--- config.mk ---
export PLATFORM = sky130hd
export DESIGN_NAME = alu_issue_unit
export DESIGN_NICKNAME = d
export VERILOG_FILES = /design/src/rtl/alu_issue_unit.sv
export SDC_FILE = /design/constraint.sdc
export NUM_CORES = 1
export LEC_CHECK = 0
export CORE_MARGIN = 8
export CORE_UTILIZATION = 30
export CTS_BUF_LIST = sky130_fd_sc_hd__clkbuf_4
export CTS_CLUSTER_DIAMETER = 40
export DETAILED_ROUTE_END_ITERATION = 12
export GPL_TIMING_DRIVEN = 0
export HOLD_SLACK_MARGIN = 0.02
export SLEW_MARGIN = 20
export SYNTH_ARGS = -nofsm -noshare
export SYNTH_HDL_FRONTEND = slang
export SYNTH_SLANG_ARGS = --single-unit
--- constraint.sdc ---
create_clock -name clk -period 2.68 [get_ports clk]
set_input_delay 0.536 -clock clk [delete_from_list [all_inputs] [get_ports clk]]
set_output_delay 0.536 -clock clk [all_outputs]
set_load 0.02 [all_outputs]
--- src/rtl/alu_issue_unit.sv ---
// alu_issue_unit: sequential front-end for an external combinational ALU.
// Accepts requests on a valid/ready channel and drives registered operands
// and opcode into the ALU. It captures the ALU result one cycle later and
// returns it on a valid/ready response channel.
//
// Optional feature (macro ALU_ISSUE_CHECK_EN): an internal reference model
// checks every captured result and raises a sticky chk_fail on mismatch.
// With the macro undefined, chk_fail is tied to 0.
//
// Ports:
//   clk, rst_n                   clock, async active-low reset
//   req_valid/req_ready          request handshake (req_ready is combinational)
//   req_op, req_a, req_b         opcode (000 add .. 100 slt, 101-111 illegal), operands
//   alu_a, alu_b, alu_op         registered drive into the external ALU
//   alu_result, alu_zero         ALU outputs, sampled at the end of EXEC
//   rsp_valid/rsp_ready          response handshake
//   rsp_result, rsp_zero, rsp_err captured response payload
//   ops_done                     saturating count of response handshakes
//   chk_fail                     sticky self-check mismatch
`timescale 1ns/1ps

module alu_issue_unit #(
  parameter int unsigned WIDTH = 32,
  parameter int unsigned CNT_W = 16
) (
  input  logic             clk,
  input  logic             rst_n,
  input  logic             req_valid,
  output logic             req_ready,
  input  logic [2:0]       req_op,
  input  logic [WIDTH-1:0] req_a,
  input  logic [WIDTH-1:0] req_b,
  output logic [WIDTH-1:0] alu_a,
  output logic [WIDTH-1:0] alu_b,
  output logic [2:0]       alu_op,
  input  logic [WIDTH-1:0] alu_result,
  input  logic             alu_zero,
  output logic             rsp_valid,
  input  logic             rsp_ready,
  output logic [WIDTH-1:0] rsp_result,
  output logic             rsp_zero,
  output logic             rsp_err,
  output logic [CNT_W-1:0] ops_done,
  output logic             chk_fail
);

  typedef enum logic [1:0] {
    IDLE = 2'd0,
    EXEC = 2'd1,
    RESP = 2'd2
  } state_t;

  localparam logic [2:0]       OP_ADD  = 3'b000;
  localparam logic [2:0]       OP_SUB  = 3'b001;
  localparam logic [2:0]       OP_AND  = 3'b010;
  localparam logic [2:0]       OP_OR   = 3'b011;
  localparam logic [2:0]       OP_SLT  = 3'b100;
  localparam logic [CNT_W-1:0] CNT_MAX = {CNT_W{1'b1}};

  state_t           r_state;
  logic [WIDTH-1:0] r_alu_a;
  logic [WIDTH-1:0] r_alu_b;
  logic [2:0]       r_alu_op;
  logic [WIDTH-1:0] r_rsp_result;
  logic             r_rsp_zero;
  logic             r_rsp_err;
  logic [CNT_W-1:0] r_ops_done;

  logic w_req_ready;
  logic w_accept;
  logic w_rsp_hs;
  logic w_legal;

  // Handshake qualifiers; a response handshake frees the slot in the same cycle.
  always_comb begin
    w_rsp_hs    = (r_state == RESP) & rsp_ready;
    w_req_ready = (r_state == IDLE) | w_rsp_hs;
    w_accept    = req_valid & w_req_ready;
    w_legal     = (req_op == OP_ADD) | (req_op == OP_SUB) | (req_op == OP_AND) |
                  (req_op == OP_OR)  | (req_op == OP_SLT);
  end

  // Control FSM with the registered datapath it owns.
  always_ff @(posedge clk or negedge rst_n) begin
    if (!rst_n) begin
      r_state      <= IDLE;
      r_alu_a      <= '0;
      r_alu_b      <= '0;
      r_alu_op     <= OP_ADD;
      r_rsp_result <= '0;
      r_rsp_zero   <= 1'b0;
      r_rsp_err    <= 1'b0;
      r_ops_done   <= '0;
    end else begin
      if (w_rsp_hs && (r_ops_done != CNT_MAX)) begin
        r_ops_done <= r_ops_done + CNT_W'(1);
      end
      case (r_state)
        IDLE, RESP: begin
          if (w_accept) begin
            if (w_legal) begin
              r_alu_a  <= req_a;
              r_alu_b  <= req_b;
              r_alu_op <= req_op;
              r_state  <= EXEC;
            end else begin
              // Illegal opcode: answer directly, ALU drive left untouched.
              r_rsp_result <= '0;
              r_rsp_zero   <= 1'b1;
              r_rsp_err    <= 1'b1;
              r_state      <= RESP;
            end
          end else if (w_rsp_hs) begin
            r_state <= IDLE;
          end
        end
        EXEC: begin
          r_rsp_result <= alu_result;
          r_rsp_zero   <= alu_zero;
          r_rsp_err    <= 1'b0;
          r_state      <= RESP;
        end
        default: r_state <= IDLE;
      endcase
    end
  end

`ifdef ALU_ISSUE_CHECK_EN
  logic [WIDTH-1:0] w_exp_result;
  logic             r_chk_fail;

  // Reference result for the operands currently driven into the ALU.
  always_comb begin
    w_exp_result = '0;
    case (r_alu_op)
      OP_ADD:  w_exp_result = r_alu_a + r_alu_b;
      OP_SUB:  w_exp_result = r_alu_a - r_alu_b;
      OP_AND:  w_exp_result = r_alu_a & r_alu_b;
      OP_OR:   w_exp_result = r_alu_a | r_alu_b;
      OP_SLT:  w_exp_result = WIDTH'($signed(r_alu_a) < $signed(r_alu_b));
      default: w_exp_result = '0;
    endcase
  end

  // Sticky mismatch flag, evaluated on the EXEC capture edge.
  always_ff @(posedge clk or negedge rst_n) begin
    if (!rst_n) begin
      r_chk_fail <= 1'b0;
    end else if ((r_state == EXEC) &&
                 ((alu_result != w_exp_result) || (alu_zero != (w_exp_result == '0)))) begin
      r_chk_fail <= 1'b1;
    end
  end

  assign chk_fail = r_chk_fail;
`else
  assign chk_fail = 1'b0;
`endif

  assign req_ready  = w_req_ready;
  assign rsp_valid  = (r_state == RESP);
  assign alu_a      = r_alu_a;
  assign alu_b      = r_alu_b;
  assign alu_op     = r_alu_op;
  assign rsp_result = r_rsp_result;
  assign rsp_zero   = r_rsp_zero;
  assign rsp_err    = r_rsp_err;
  assign ops_done   = r_ops_done;

endmodule
==> Word level (Yosys, flattened, before mapping) <==
Cells that the tools add are included.
{ "totals": {"word_cells": 44, "output_inout_bits": 120, "register_bits": 119} }
{ "op_classes": {"reduce_logical": 7, "bitwise_logic": 7, "n_mux": 11, "eq_ne": 10, "addsub": 1} }
{ "op_table": {"columns": ["op", "count"], "rows": [
  ["$mux W32", 2],
  ["$pmux W32 S2", 1],
  ["$add A16 B1 Y16 const B", 1],
  ["$ne A16 B16 Y1 const B", 1],
  ["$eq A3 B2 Y1 const B", 2],
  ["$mux W2", 3],
  ["$reduce_and A3 Y1", 2],
  ["$or A1 B1 Y1", 5],
  ["$ne A2 B2 Y1 const B", 2],
  ["$pmux W1 S2", 2],
  ["$pmux W2 S2", 1],
  ["$eq A3 B1 Y1 const B", 1],
  ["$eq A3 B3 Y1 const B", 1],
  ["$logic_not A3 Y1", 1],
  ["$ne A3 B3 Y1 const B", 1],
  ["$and A1 B1 Y1", 2],
  ["$eq A2 B1 Y1 const B", 1],
  ["$eq A2 B2 Y1 const B", 1],
  ["$logic_not A2 Y1", 1],
  ["$mux W1", 2],
  ["$reduce_bool A2 Y1", 1],
  ["$reduce_or A2 Y1", 1],
  ["$logic_and A1 B1 Y1", 1]
]} }

==> Longest topological paths before layout <==
{ "depth": {"word_depth": 8, "mapped_depth": 7, "depth_no_buf": 5} }

==> Worst setup path after synthesis <==
No wires, ideal clock.
{ "synth_path": {"kind": "register to register", "from": "register r_ops_done[0] (netlist: ops_done[0])", "to": "register r_ops_done[1] (netlist: ops_done[1])", "setup_slack_ns": 0.851, "arrival_ns": 1.704, "required_time_ns": 2.555, "stages_incl_launch_ff": 6, "path_buffers": 0, "cell_sequence": "dfrtp_1 ha_1 nand4_4 nor4_4 nor2_2 mux2_4"} }
{ "synth_between": {"elab_chain_len": 2, "word_cells_on_any_way": 3, "classes_between": "add/sub: 1; eq/ne: 1; reduce/logical: 1"} }
{ "synth_rtl": {"columns": ["item", "line_no", "text"], "rows": [
  ["start: declaration", "67", "logic [CNT_W-1:0] r_ops_done;"],
  ["start signal: assignment", "96", "r_ops_done <= r_ops_done + CNT_W'(1);"],
  ["branches (longest 2 deep; another with $add A16 B1 Y16)", null, null]
]} }
Parallel ways; which one is timed is not known.
A chain may end at the register's enable or synchronous reset.

==> Worst setup path in the final report <==
{ "layout_path": {"from": "input port rsp_ready", "to": "output port req_ready"} }
{ "layout_between": {"elab_chain_len": 2} }
{ "layout_rtl": {"columns": ["item", "line_no", "text"], "rows": [
  ["start: declaration", "39", "input logic rsp_ready,"],
  ["$and A1 B1 Y1", "76", "w_rsp_hs = (r_state == RESP) & rsp_ready;"],
  ["$or A1 B1 Y1", "77", "w_req_ready = (r_state == IDLE) | w_rsp_hs;"],
  ["end: declaration", "29", "output logic req_ready,"]
]} }
No other way between the ends.

==> reports/qor.csv <==
metric,value,unit
GRT Resource Usage Total,13.8,%
CP dominant cell by count,clkdlybuf4s50_1,
top_reg_cell synth,dfrtp_1,
clk buf depth,2,
core area,15800,µm²
Worst Path Buf+Inv,2,
power per cell area,876,nW/µm²
final hold viol count,0,
max incr delay on CP,660,ps
"commonest cells after routing, fill and taps aside","221 x clkdlybuf4s50_1, 119 x dfrtp_1, 41 x mux2_4",
total grt overflow,0,
ant diodes,0,
CTS Buf Count,17,
status,"finished, final reports clean",
starting DRC count in detailed routing,90,
CP arrival,1960,ps
share of cells above drive strength 1,22.4,%
fin nets,650,
Seq cells post-synth,119,
fillcell total,1431,
Clock transition at path regs,100,ps
MaxCap Viol Count,0,
final cell count without fillers,774,
detailed-route wire length per cell,18.0,µm
yosys warns,0,
post-DP HPWL,10.6,mm
Slew Limit Fails,0,
CTS tree,built,
Setup CP Type,in2out,
cell family with most CP delay,buffers and inverters,
initial antenna violation count,0,
largest net degree at the start of global routing,79,
DRT Pass-1 Iters,4,
mapped cell area,4800,µm²
CP Launch Type,input port,
vias post-DR,3435,
routed vias/inst,4.44,
htree depth,4,
f_max,401,MHz
VDD IR max,548,µV
Psw,2.21,mW
clock latency on the worst-skew pair,490,ps
Critical Path End Type,primary output,
Post-DRT Antenna Nets,0,
"commonest non-fill, non-tap cell in the layout",clkdlybuf4s50_1,
"Seq/Total Area, Yosys",62.1,%
number of distinct library cells after synthesis,40,
Placed Cells,741,
I/O Buffers,222,
Root Buffer Master,clkbuf_4,
switching share of power,32.8,%
FP Rows,46,
first-pass GRT wire length,21.6,mm
Logic pwr share,38.7,%
Placement Setup Slack,166,ps
Static Leakage,3.35,nW
Crit Path Max Fanout,4,
Mapped Nets,407,
Clock power frac,23.2,%
Final WS setup,185,ps
async set-reset flop share out of synthesis,100,%
CP max-delay cell,clkdlybuf4s50_1,
Post-synth EDFFs,0,
Clock Sinks,119,
Final GP Congestion,0.771,
Pint,4.52,mW
Final Setup Violations,0,
Worst Skew,15.1,ps
die width,142,µm
Syn Area/Cell,15.9,µm²
Tcrit/Tclk final,93.1,%
Area Overhead vs Synth,60.1,%
critical path required time,2140,ps
num ports,224,
fin crit period,2490,ps
Hold Crit Class,reg2reg,
Initial Utilization,30.4,%
RSZ-0062 raised after global routing,false,
DRC Markers,0,
sequential power share,38.1,%
Mapped Cells,302,
Die Y,142,µm
die footprint,20300,µm²
worst-path cell chain,clkdlybuf4s50_1 > o21a_1 > clkdlybuf4s50_1,
Routed WL,14.0,mm
vias in the first global route,3798,
## worst paths after layout
path	start	endpoint	slack, ps	cells after the start
min in group asynchronous	rst_n	alu_a[31]	520	2
hold / removal	alu_op[2]	alu_op[2]	500	1
setup reg to reg	ops_done[0]	ops_done[1]	800	5
setup / recovery	rsp_ready	req_ready	190	3
max in group asynchronous	rst_n	rsp_err	1440	3
hold reg to reg	alu_op[2]	alu_op[2]	500	1
## cells by family after synthesis
kind of cell | synth area share [%]
flip-flops | 62.1
multiplexers | 19.2
AO/OA/AOI/OAI | 7.82
AND/OR/NAND/NOR | 5.74
buffers and inverters | 2.50
XOR/XNOR | 2.37
adder cells (fa/ha/maj) | 0.261
other | 0.0782
## registers in the layout, indices dropped and copies added, names as in the netlist
name        count
alu_a          32
alu_b          32
rsp_result     32
ops_done       16
alu_op          3
r_state         2
rsp_err         1
rsp_zero        1
## layout make-up
| type | count | area [µm²] | area share [%] |
|---|---|---|---|
| tap | 216 | 270 | 3.52 |
| buffer | 15 | 105 | 1.37 |
| inverter | 4 | 15.0 | 0.195 |
| sequential | 119 | 2980 | 38.8 |
| clock buffer | 17 | 128 | 1.66 |
| clock inverter | 15 | 224 | 2.92 |
| timing repair buffer | 224 | 2260 | 29.4 |
| multi-input combinational | 164 | 1700 | 22.1 |
## routing by layer
metal | vias up | wire (µm) | global-route usage (%)
met5 | - | 0 | 0
met4 | 0 | 129 | 3.64
met3 | 10 | 1330 | 6.68
met2 | 134 | 6740 | 22.5
met1 | 1694 | 5750 | 15.8
li1 | 1597 | - | -
## power by group through the flow
stage	sequential (mW)	clock, mW	combinational, mW
global route	2.62	1.71	2.74
finish	2.56	1.56	2.61
floorplan	3.15	0	0.693
detailed placement	2.59	0	2.63
CTS	2.57	1.63	2.65
global placement	2.58	0	2.61
## Yosys cell counts, types with 2 or more instances
cell type | n | share of area (%)
dfrtp_1 | 119 | 62
mux2_4 | 41 | 13
a22o_1 | 32 | 5.8
mux2_2 | 26 | 6.1
xor2_1 | 9 | 1.6
buf_2 | 6 | 0.63
nand2_1 | 6 | 0.47
nor2_1 | 6 | 0.47
buf_6 | 5 | 1.2
o21ai_0 | 4 | 0.42
xnor2_1 | 4 | 0.73
clkbuf_1 | 3 | 0.23
nand3_1 | 3 | 0.31
a21oi_1 | 2 | 0.21
and4bb_2 | 2 | 0.52
inv_1 | 2 | 0.16
inv_2 | 2 | 0.16
nand3_2 | 2 | 0.42
nand4_1 | 2 | 0.26
nor3_1 | 2 | 0.21
nor4_1 | 2 | 0.26
nor4_4 | 2 | 0.89
nor4b_1 | 2 | 0.37
o21a_1 | 2 | 0.31
## timing repair
action	CTS	global route
buffers inserted	0	0
gates resized for setup	0	0
endpoints found under the hold margin	41	0
hold buffers	1	0
## stage by stage
step                      area [µm²]  TNS [ps]  utilization [%]  power [mW]  hold slack (ps)
after floorplan                 4800         0                -        3.84              240
after CTS                       7680         0             48.7        6.85              455
after global routing            7680         0             48.7        7.07              484
after detailed placement        7320         0             46.4        5.23              477
final                           7680         0             48.7        6.73              499
after global placement          7290   -422890             46.2        5.18              475
Note: power is estimated with default switching activity, not from simulation.
